## src/rtl/seq_pkg.sv

```systemverilog
// Shared types and default parameter values for the fetch/redirect sequencer.
package seq_pkg;

  typedef enum logic [1:0] {
    RUN    = 2'd0,
    SQUASH = 2'd1,
    HALT   = 2'd2
  } seq_state_t;

  localparam int DEF_PC_WIDTH      = 32;
  localparam int DEF_PC_STEP       = 4;
  localparam int DEF_RESET_PC      = 0;
  localparam int DEF_SQUASH_CYCLES = 2;

endpackage

```

## src/rtl/jump_unit.sv

```systemverilog
// Combinational branch decision: selects the branch target when the
// branch condition holds against the supplied flags.
module jump_unit (
  input  logic FlagZ,
  input  logic FlagN,
  input  logic BranchNI,
  input  logic BranchI,
  input  logic BranchB,
  output logic PCSource
);

  // The negative flag is part of the interface but no branch tests it.
  logic unused_flag_n;
  assign unused_flag_n = FlagN;

  // Taken when: not-zero branch with Z clear, zero branch with Z set, or unconditional.
  always_comb begin
    PCSource = (BranchNI & ~FlagZ) | BranchB | (BranchI & FlagZ);
  end

endmodule

```

## src/rtl/branch_sequencer.sv

```systemverilog
// Fetch/redirect controller: owns the PC and the Z/N flags, redirects on
// taken branches and squashes the wrong-path instructions behind them.
module branch_sequencer
  import seq_pkg::*;
#(
  parameter int PC_WIDTH      = DEF_PC_WIDTH,
  parameter int PC_STEP       = DEF_PC_STEP,
  parameter int RESET_PC      = DEF_RESET_PC,
  parameter int SQUASH_CYCLES = DEF_SQUASH_CYCLES
) (
  input  logic                clk,
  input  logic                rst,
  input  logic                stall,
  input  logic                halt_req,
  input  logic                flag_we,
  input  logic                alu_z,
  input  logic                alu_n,
  input  logic                branch_valid,
  input  logic                branch_ni,
  input  logic                branch_i,
  input  logic                branch_b,
  input  logic [PC_WIDTH-1:0] branch_target,
  output logic [PC_WIDTH-1:0] pc,
  output logic                fetch_en,
  output logic                squash,
  output logic                flag_z,
  output logic                flag_n,
  output logic                halted
);

  localparam int CNT_W = $clog2(SQUASH_CYCLES) + 1;
  localparam logic [CNT_W-1:0]    CNT_INIT  = CNT_W'(SQUASH_CYCLES - 1);
  localparam logic [CNT_W-1:0]    CNT_ONE   = CNT_W'(1);
  localparam logic [PC_WIDTH-1:0] PC_INC    = PC_WIDTH'(PC_STEP);
  localparam logic [PC_WIDTH-1:0] PC_RESET  = PC_WIDTH'(RESET_PC);

  seq_state_t          state;
  logic [CNT_W-1:0]    cnt;
  logic [PC_WIDTH-1:0] pc_seq;
  logic                taken;

  // Branch conditions only count when EX actually holds a branch; the
  // decision uses the registered flags, never this cycle's ALU result.
  jump_unit u_jump_unit (
    .FlagZ    (flag_z),
    .FlagN    (flag_n),
    .BranchNI (branch_ni & branch_valid),
    .BranchI  (branch_i  & branch_valid),
    .BranchB  (branch_b  & branch_valid),
    .PCSource (taken)
  );

  // Sequential next PC: hold on stall, otherwise step with natural wrap.
  always_comb begin
    if (stall) begin
      pc_seq = pc;
    end else begin
      pc_seq = pc + PC_INC;
    end
  end

  // Control FSM with PC, flags and Moore outputs all registered together.
  always_ff @(posedge clk or posedge rst) begin
    if (rst) begin
      state    <= RUN;
      cnt      <= '0;
      pc       <= PC_RESET;
      flag_z   <= 1'b0;
      flag_n   <= 1'b0;
      squash   <= 1'b0;
      halted   <= 1'b0;
      fetch_en <= 1'b1;
    end else begin
      case (state)
        RUN: begin
          // Flag writes in RUN are independent of stall and of the branch,
          // which has already been evaluated against the old flags.
          if (flag_we) begin
            flag_z <= alu_z;
            flag_n <= alu_n;
          end
          if (taken) begin
            pc     <= branch_target;
            cnt    <= CNT_INIT;
            state  <= SQUASH;
            squash <= 1'b1;
          end else if (halt_req) begin
            state    <= HALT;
            halted   <= 1'b1;
            fetch_en <= 1'b0;
          end else begin
            pc <= pc_seq;
          end
        end
        SQUASH: begin
          // Wrong-path instructions: branch, halt and flag inputs ignored.
          pc <= pc_seq;
          if (!stall) begin
            if (cnt == '0) begin
              state  <= RUN;
              squash <= 1'b0;
            end else begin
              cnt <= cnt - CNT_ONE;
            end
          end
        end
        HALT: begin
          // Frozen until reset.
          state    <= HALT;
          halted   <= 1'b1;
          fetch_en <= 1'b0;
        end
        default: begin
          state    <= RUN;
          squash   <= 1'b0;
          halted   <= 1'b0;
          fetch_en <= 1'b1;
        end
      endcase
    end
  end

endmodule

```

## config.mk

```make
export PLATFORM = sky130hd
export DESIGN_NAME = branch_sequencer
export DESIGN_NICKNAME = d
export VERILOG_FILES = /design/src/rtl/seq_pkg.sv /design/src/rtl/jump_unit.sv /design/src/rtl/branch_sequencer.sv
export SDC_FILE = /design/constraint.sdc
export NUM_CORES = 1
export LEC_CHECK = 0
export CAP_MARGIN = 15
export CORE_MARGIN = 2
export CORE_UTILIZATION = 47
export CTS_CLUSTER_DIAMETER = 30
export DETAILED_ROUTE_END_ITERATION = 12
export PLACE_DENSITY = 0.91
export SKIP_LAST_GASP = 1
export SLEW_MARGIN = 20
export SYNTH_ARGS = -nofsm -noshare
export SYNTH_HDL_FRONTEND = slang
export SYNTH_HIERARCHICAL = 1
export SYNTH_SLANG_ARGS = --single-unit
```

## constraint.sdc

```tcl
create_clock -name clk -period 2.58 [get_ports clk]
set_clock_uncertainty 0.15 [all_clocks]
set_input_delay 0.516 -clock clk [delete_from_list [all_inputs] [get_ports clk]]
set_output_delay 0.516 -clock clk [all_outputs]
set_load 0.02 [all_outputs]
```

== Word-level counts from Yosys, hierarchy flattened ==
Cells that the tools add are included.

* Multiplexer cells: 23
* $add $sub $neg: 2
* Eq/ne operators: 10
* Reductions and logical operators: 9
* Bitwise operators: 10

{| class="wikitable"
|+ Operator list
! operator !! count
|-
| 32-bit 2-to-1 mux || 3
|-
| 32-bit case mux with 2 select lines || 1
|-
| 32-bit by 3-bit adder with 32-bit output (second input constant) || 1
|-
| 2-bit 2-to-1 mux || 7
|-
| 2-bit != test (second input constant) || 6
|-
| 1-bit case mux with 3 select lines || 3
|-
| 4-bit AND reduction || 2
|-
| 1-bit 2-to-1 mux || 7
|-
| 3-bit != test (second input constant) || 2
|-
| 2-bit case mux with 3 select lines || 1
|-
| 3-bit AND reduction || 2
|-
| 1-bit bitwise AND || 5
|-
| 2-bit zero test || 2
|-
| 2-bit case mux with 2 select lines || 1
|-
| 2-bit AND reduction || 2
|-
| 1-bit inverter || 3
|-
| 2-bit by 1-bit equality test with 1-bit output (second input constant) || 1
|-
| 2-bit equality test (second input constant) || 1
|-
| 1-bit bitwise OR || 2
|-
| 2-bit nonzero test || 1
|-
| 2-bit by 1-bit subtractor with 2-bit output (second input constant) || 1
|}

* Flip-flop bits (word level): 41
* Input bits: 43
* Word-level logic and storage cells: 62

== Logic depth before layout (Yosys ltp) ==
Gate-level depths: netlist of run 1.

* Depth in word-level cells: 6
* Depth in mapped cells: 9
* Gate-level depth less buffers: 8

== Hierarchy ==
The synthesis of run 1 kept the hierarchy.

{| class="wikitable"
|+ Modules (own cells, without submodules)
! module !! cells each !! instances !! area an instance (sq um) !! sequential area each (sq um)
|-
| branch_sequencer || 289 || 1 || 2,506.2 || 1,027.2
|-
| jump_unit || 2 || 1 || 15.0 || 0.0
|}

== Least setup slack after synthesis of run 1 ==
No wires, ideal clock.

* Kind: input -> register
* Start point: input branch_ni
* End point: register pc[15]
* Data arrival time: 2.310 ns
* Library setup time: 0.137 ns
* Buffers on the path: 2
* Stages: 9
* Required time: 2.293 ns
* Path slack: -0.017 ns
* Cells stage by stage: and2_1 > nor2b_1 > a211o_1 > nand2b_1 > o21ai_0 > clkbuf_1 > buf_1 > nor2_1 > a2bb2oi_1

* Cells in the longest elaborated chain, start to end: 6

{| class="wikitable"
|+ RTL lines
! element !! RTL line !! source
|-
| from (decl) || branch_sequencer.sv:19 || <nowiki>input logic branch_ni,</nowiki>
|-
| 1-bit bitwise AND (*) || branch_sequencer.sv:47 || <nowiki>.BranchNI (branch_ni & branch_valid),</nowiki>
|-
| 1-bit bitwise AND (*) || jump_unit.sv:18 || <nowiki>PCSource = (BranchNI & ~FlagZ) | BranchB | (BranchI & FlagZ);</nowiki>
|-
| 1-bit bitwise OR (*) (2 in series) || jump_unit.sv:18 ||
|-
| net taken || branch_sequencer.sv:40 || <nowiki>logic taken;</nowiki>
|-
| 32-bit 2-to-1 mux / 3-bit != test (equally long branches) || n/a ||
|-
| 32-bit case mux with 2 select lines / 2-bit AND reduction (equally long branches) || n/a ||
|-
| to (signal assigned) || branch_sequencer.sv:83 || <nowiki>pc <= branch_target;</nowiki>
|-
| to (signal assigned) || branch_sequencer.sv:92 || <nowiki>pc <= pc_seq;</nowiki>
|-
| to (signal assigned) || branch_sequencer.sv:97 || <nowiki>pc <= pc_seq;</nowiki>
|-
| to (decl) || branch_sequencer.sv:23 || <nowiki>output logic [PC_WIDTH-1:0] pc,</nowiki>
|}

The timed path passes the listed nets; every way through them passes the cells marked *.
A chain may end at the register's enable or synchronous reset.

== Worst setup path in the final report of run 1 ==
* Start point: input branch_valid
* End point: register pc[25]

* Cells in the longest elaborated chain, start to end: 6

{| class="wikitable"
|+ RTL lines
! element !! RTL line !! source
|-
| from (decl) || branch_sequencer.sv:18 || <nowiki>input logic branch_valid,</nowiki>
|-
| 1-bit bitwise AND || branch_sequencer.sv:47 ||
|-
| 1-bit bitwise AND || jump_unit.sv:18 ||
|-
| 1-bit bitwise OR || jump_unit.sv:18 ||
|-
| 1-bit bitwise OR (*) || jump_unit.sv:18 ||
|-
| net taken || branch_sequencer.sv:40 ||
|-
| 32-bit 2-to-1 mux / 3-bit != test (equally long branches) || n/a ||
|-
| 32-bit case mux with 2 select lines / 2-bit AND reduction (equally long branches) || n/a ||
|}

Marked as above.

==> summary.txt, run 1 <==
Timing
  – Crit path time final: 2430 ps
  – RSZ-0062 raised after global routing: no
  – Fin. max-slew vios: 0
  – Slew headroom: 0.642
  – Fin crit share: 0.942
  – Setup_tns: 0 ps
  – Final Setup Violations: 0
  – Setup ws final: 150 ps
  – Worst-Margin Slew: 535 ps
  – Final Hold Vio Count: 0
  – Hold_ws: 360 ps
  – Max Freq: 412 MHz

Critical path
  – Worst Path Arrival: 2450 ps
  – CP Max Fanout: 11
  – Worst r2r path cells: 5
  – CP max-delay cell: clkdlybuf4s50_1
  – Critical Setup Path Class: in2reg
  – RR Startpoint: pc[8]
  – Critical path endpoint category: flip-flop
  – Startpoint types: input port
  – Req. time, crit path: 2600 ps
  – Max stage delay on crit path: 490 ps
  – Critical path startpoint: branch_valid
  – Critical path, cell by cell: clkdlybuf4s50_1 -> and2_1 -> nor2b_1 -> a211o_1 -> nand2b_1 -> o21a_1 -> nand2_1 -> nor4_1 -> nor3b_1

Cells and area
  – Most frequent cells in the layout: clkdlybuf4s50_1, dfrtp_1, a21oi_1, buf_4, nand2_1
  – Nets: 434
  – Share of layout cells above drive strength 1: 0.128
  – Diodes inserted: 0
  – Leading cell type in the layout, fill and taps excluded: clkdlybuf4s50_1
  – Fin util: 0.711
  – Synth-to-Final Area Change: 44.9%

Logic synthesis
  – Top_reg_cell synth: dfrtp_1
  – Async SR Flop Fraction: 1.00
  – Sequential area share after synthesis: 0.407
  – Top cells by area, synth: dfrtp_1, a21oi_1, o21ai_0
  – Area leader, netlist: dfrtp_1
  – Post-synth cell types: 55
  – Ys Warns: 6
  – EDFF count, synth: 0
  – Mapped Area: 2520 µm²
  – Synth Instances: 291
  – Yosys reg bits: 41
  – Syn Area/Cell: 8.66 µm²
  – Syn_nets: 336
  – Post-synth top area share: 0.397

Clock network
  – CTS tree: done
  – Post-CTS resize count: 0
  – CTS sink count: 41
  – CTS clk-pin slew, worst paths: 80 ps
  – CTS Buffer Depth: 2
  – Htree depth: 2
  – Post-CTS Hold Fix Bufs: 0
  – Root buffer cell: clkbuf_8
  – # Post-CTS Setup Buffers: 0
  – Num CTS Buffers: 5
  – Worst-skew pair later-pin latency: 300 ps

Die
  – Die area: 5970 µm²
  – Core footprint: 5140 µm²
  – Initial Util: 0.491
  – I/O pin cnt: 80
  – Die X: 77.2 µm
  – Site row count: 26
  – Die Y: 77.2 µm

Routing
  – Routed WL per cell: 16.9 µm
  – Antenna Nets Post-Route: 0
  – DRT iter0 DRCs: 383
  – Final wirelength: 7760 µm
  – Via/cell ratio: 6.23
  – Pre-antenna DRT Iters: 5
  – DRC errors left: 0
  – Via count of the routed design: 2865

GRT
  – First-pass GRT wire length: 13100 µm
  – Total gr overflow: 0
  – M2 GR Usage: 0.453
  – Met3 Use GR: 0.0518
  – Gr usage total: 0.271
  – Vias in the first global route: 2725
  – Initial antenna violation count: 0
  – Top Usage Layer GRT: met2
  – Largest net degree at the start of global routing: 42
  – M1 GR Usage: 0.358

Hold path
  – Type of the tightest min-delay check: reg2reg
  – Hold Crit Depth: 1
  – HP Start: flag_n

Place
  – Final estimated routing congestion in global placement: 0.900
  – Pre-CTS setup slack: -129 ps
  – Port bufs: 79
  – HPWL after DPL: 5620 µm

Run status
  – Status: complete, no violations

Power and ir drop
  – Worst VDD drop: 0.000674 V
  – Leak Pwr: 0.00148 µW
  – Pwr/cell area: 1140 nW/µm²
  – Final Total Pwr: 4170 µW

Job
  – Max-cap violations: 0
[worst paths after layout]
kind	slack [ps]	to
min in group asynchronous	500	pc[3]
setup / recovery	150	pc[25]
setup reg to reg	230	pc[25]
hold / removal	360	flag_n
max in group asynchronous	1400	pc[13]
hold reg to reg	360	flag_n
[area by class of cell]
type / instances / area (µm²)
clock buffers: 8 / 90.1
fillers: 400 / 1490
inverters: 10 / 37.5
multi-input cells: 223 / 1370
flip-flops and latches: 41 / 1030
well taps: 70 / 87.6
repair buffers: 108 / 1050
[power breakdown]
part | internal (µW) | total (µW) | switching [µW]
clock | 218 | 437 | 219
combinational | 1140 | 2350 | 1220
sequential | 958 | 1370 | 417
[worst max-delay path: cells and delay by family]
kind	cells	cell delay, ps
compound gates	2	450
buf+inv	1	490
simple gates	6	990
[cells in the mapped netlist (4+ instances only)]
| cell | instances |
|---|---|
| dfrtp_1 | 40 |
| a21oi_1 | 36 |
| nand2_1 | 20 |
| o21ai_0 | 20 |
| nor2_1 | 19 |
| nand3_1 | 15 |
| clkbuf_1 | 11 |
| nand4_1 | 11 |
| inv_1 | 10 |
| and3_1 | 8 |
| o22ai_1 | 7 |
| nor3_1 | 5 |
| nor4_1 | 5 |
| a2bb2oi_1 | 4 |
| a31oi_1 | 4 |
| and2_1 | 4 |
| mux2_2 | 4 |
| o32ai_1 | 4 |
| or3_1 | 4 |
[per-stage QoR]
step	cells	cell area (µm²)
detailed placement	452	3560
floorplan	291	2520
global route	460	3650
finish	460	3650
CTS	460	3650
global placement	452	3560
[routing by layer]
| layer | vias up | share of wire | wire (µm) |
|---|---|---|---|
| li1 | 1313 | - | - |
| met1 | 1367 | 0.41 | 3160 |
| met2 | 171 | 0.49 | 3840 |
| met3 | 14 | 0.084 | 654 |
| met4 | 0 | 0.014 | 110 |
| met5 | - | 0 | 0 |
[cells by family after synthesis]
group | count (synthesis) | synth area share
AO/OA/AOI/OAI | 105 | 0.263
adder cells (fa/ha/maj) | 2 | 0.00992
buffers and inverters | 27 | 0.0556
flip-flops | 41 | 0.407
multiplexers | 4 | 0.0179
AND/OR/NAND/NOR | 112 | 0.247
[registers in the layout, indices dropped and copies added, names as in the netlist]
| name | count |
|---|---|
| flag_n | 1 |
| pc | 32 |
| state | 2 |
| halted | 1 |
| fetch_en | 1 |
| flag_z | 1 |
| cnt | 2 |
| squash | 1 |
No activity file was read; power rests on OpenSTA's default activity.
==> inputs of run 2 (changes only) <==
ABC_AREA = 1   (was default)
CORE_UTILIZATION = 49   (was 47)
PLACE_DENSITY = default   (was 0.91)
PLACE_DENSITY_LB_ADDON = 0.15   (was default)
SLEW_MARGIN = 0   (was 20)
==> run 2 against run 1 <==
Via count grew 9.2%. Global-route usage decreased by 1.7 points. Final cell count rose by 32%. Worst setup slack improved by 330 ps. First-iteration DRC count decreased by 58%. Total power increased by 15%. Fmax increased by 16%. Die area up 12%. Critical endpoint is now pc[18]. Largest power group unchanged.
==> summary.txt, run 2 <==
Run status
  – Status: complete, no violations

Critical path
  – CP delay by family, top: buffers and inverters
  – Startpoint types: flip-flop
  – WP buf/inv: 1
  – Reg-to-Reg End: pc[18]
  – Max stage delay on crit path: 650 ps
  – R2r setup slk: 750 ps
  – Worst r2r path cells: 10
  – RR Startpoint: pc[2]
  – Critical path endpoint category: output pin
  – CP Max Fanout: 6
  – CP max-delay cell: clkdlybuf4s50_1
  – Critical Setup Path Class: reg2out
  – Req. time, crit path: 1910 ps
  – Worst Path Arrival: 1440 ps
  – Critical path, cell by cell: clkdlybuf4s50_1

Timing
  – RSZ-0062 raised after global routing: no
  – Final Setup Violations: 0
  – Fin crit share: 0.815
  – Hold_ws: 328 ps
  – Final Hold Vio Count: 0
  – Crit path time final: 2100 ps
  – Worst-Margin Slew: 545 ps
  – Fin. max-slew vios: 0
  – Slew headroom: 0.637
  – Setup_tns: 0 ps
  – Max Freq: 476 MHz

Cells and area
  – Leading cell type in the layout, fill and taps excluded: nand2_1
  – Synth-to-Final Area Change: 33.5%
  – Register bank with the most flops: pc
  – Layout Cells excl Fill: 608
  – Top flop regs: pc x32, cnt x2, state x2
  – Share of layout cells above drive strength 1: 0.0788
  – Nets: 577
  – Most frequent cells in the layout: nand2_1, clkdlybuf4s50_1, inv_1, nor2_1, dfrtp_1
  – Diodes inserted: 0
  – Largest register FFs: 32

Routing
  – DRT iter0 DRCs: 162
  – Via/cell ratio: 5.15
  – Via count of the routed design: 3130
  – Pre-antenna DRT Iters: 5
  – Antenna Nets Post-Route: 0
  – Final wirelength: 7810 µm
  – DRC errors left: 0
  – Routed WL per cell: 12.8 µm

Logic synthesis
  – Top cells by area, synth: dfrtp_1, nand2_1, inv_1
  – Top_reg_cell synth: dfrtp_1
  – EDFF count, synth: 0
  – Area leader, netlist: dfrtp_1
  – Sequential area share after synthesis: 0.348
  – Mapped Area: 2950 µm²
  – Synth Instances: 451
  – Count leader, synth: nand2_1
  – Post-synth top area share: 0.339
  – Async SR Flop Fraction: 1.00
  – Yosys reg bits: 41
  – Syn Area/Cell: 6.54 µm²
  – Ys Warns: 6
  – Post-synth cell types: 34
  – Syn_nets: 496
  – Commonest cells in the netlist: nand2_1, inv_1, nor2_1

Job
  – Max-cap violations: 0

Power and ir drop
  – Clk pwr share: 0.116
  – Logic pwr share: 0.585
  – Reg power frac: 0.299
  – Pint: 2500 µW
  – P_sw: 2290 µW
  – Pwr/cell area: 1220 nW/µm²
  – Sw Share: 0.478
  – Leak Pwr: 0.00186 µW
  – Worst VDD drop: 0.000647 V

Die
  – Core footprint: 5890 µm²
  – Initial Util: 0.501
  – Die Y: 81.6 µm
  – Site row count: 28
  – I/O pin cnt: 80
  – Die area: 6660 µm²
  – Die X: 81.6 µm

Clock network
  – # Post-CTS Setup Buffers: 0
  – Worst-skew pair later-pin latency: 300 ps
  – Htree depth: 2
  – CTS clk-pin slew, worst paths: 90 ps
  – Root buffer cell: clkbuf_8
  – CTS Buffer Depth: 2
  – CTS sink count: 41
  – Num CTS Buffers: 5
  – Post-CTS Hold Fix Bufs: 0
  – Post-CTS resize count: 0
  – CTS tree: done

GRT
  – Gr usage total: 0.254
  – Vias in the first global route: 2911
  – Total gr overflow: 0
  – Largest net degree at the start of global routing: 42
  – First-pass GRT wire length: 13100 µm
  – Initial antenna violation count: 0

Hold path
  – Worst Hold Endpoint: fetch_en
  – Hold Crit Depth: 2
  – Type of the tightest min-delay check: reg2reg
  – HP Start: fetch_en

Place
  – Placed cell count: 600
  – Port bufs: 79
  – HPWL after DPL: 5890 µm
  – Final estimated routing congestion in global placement: 0.877
run 2: how the worst max path moves through the flow:
stage,startpoint,endpoint,slack (ps),depth (start not counted)
after floorplan,branch_i,pc[17],830,11
after global placement,branch_valid,pc[20],240,11
after detailed placement,branch_valid,pc[20],170,11
after CTS,fetch_en,fetch_en,470,1
after global routing,branch_valid,pc[14],250,12
final,pc[18],pc[18],480,1
run 2: layer usage:
layer  wire length, µm  GRT usage  up-vias
li1                  -          -     1583
met1              3430      0.309     1436
met2              3800      0.449      104
met3               487     0.0571        7
met4                92     0.0750        0
met5                 0          0        -
run 2: area by class of cell:
cell class,instances,area [µm²]
inverter,63,236
timing repair buffer,87,863
tap,75,93.8
clock inverter,2,37.5
clock buffer,6,82.6
sequential,41,1030
fill,539,1950
multi-input combinational,334,1600
run 2: metrics by stage:
| step | power [µW] | setup slack (ps) | utilization | area [µm²] |
|---|---|---|---|---|
| 4_1_cts | 4810 | 471 | 0.669 | 3940 |
| 6_report | 4790 | 478 | 0.669 | 3940 |
| 3_3_place_gp | 4160 | 238 | 0.648 | 3820 |
| 5_1_grt | 5230 | 254 | 0.669 | 3940 |
| 2_1_floorplan | 3190 | 832 | - | 2950 |
| 3_5_place_dp | 4240 | 173 | 0.648 | 3820 |
run 2: cells by family (layout without fill, tap and decap cells):
group / Yosys count / in the layout / synth area share
AND/OR/NAND/NOR: 259 / 259 / 0.376
flip-flops: 41 / 41 / 0.348
adder cells (fa/ha/maj): 2 / 2 / 0.00848
XOR/XNOR: 7 / 7 / 0.0208
multiplexers: 4 / 4 / 0.0153
AO/OA/AOI/OAI: 62 / 62 / 0.120
buffers and inverters: 76 / 158 / 0.111
run 2: power groups by stage:
stage / Clock [µW] / Combinational (µW) / Sequential [µW]
floorplan: 0 / 1500 / 1690
global placement: 0 / 2730 / 1420
detailed placement: 0 / 2800 / 1440
CTS: 562 / 2820 / 1430
global route: 583 / 3150 / 1500
finish: 557 / 2800 / 1430
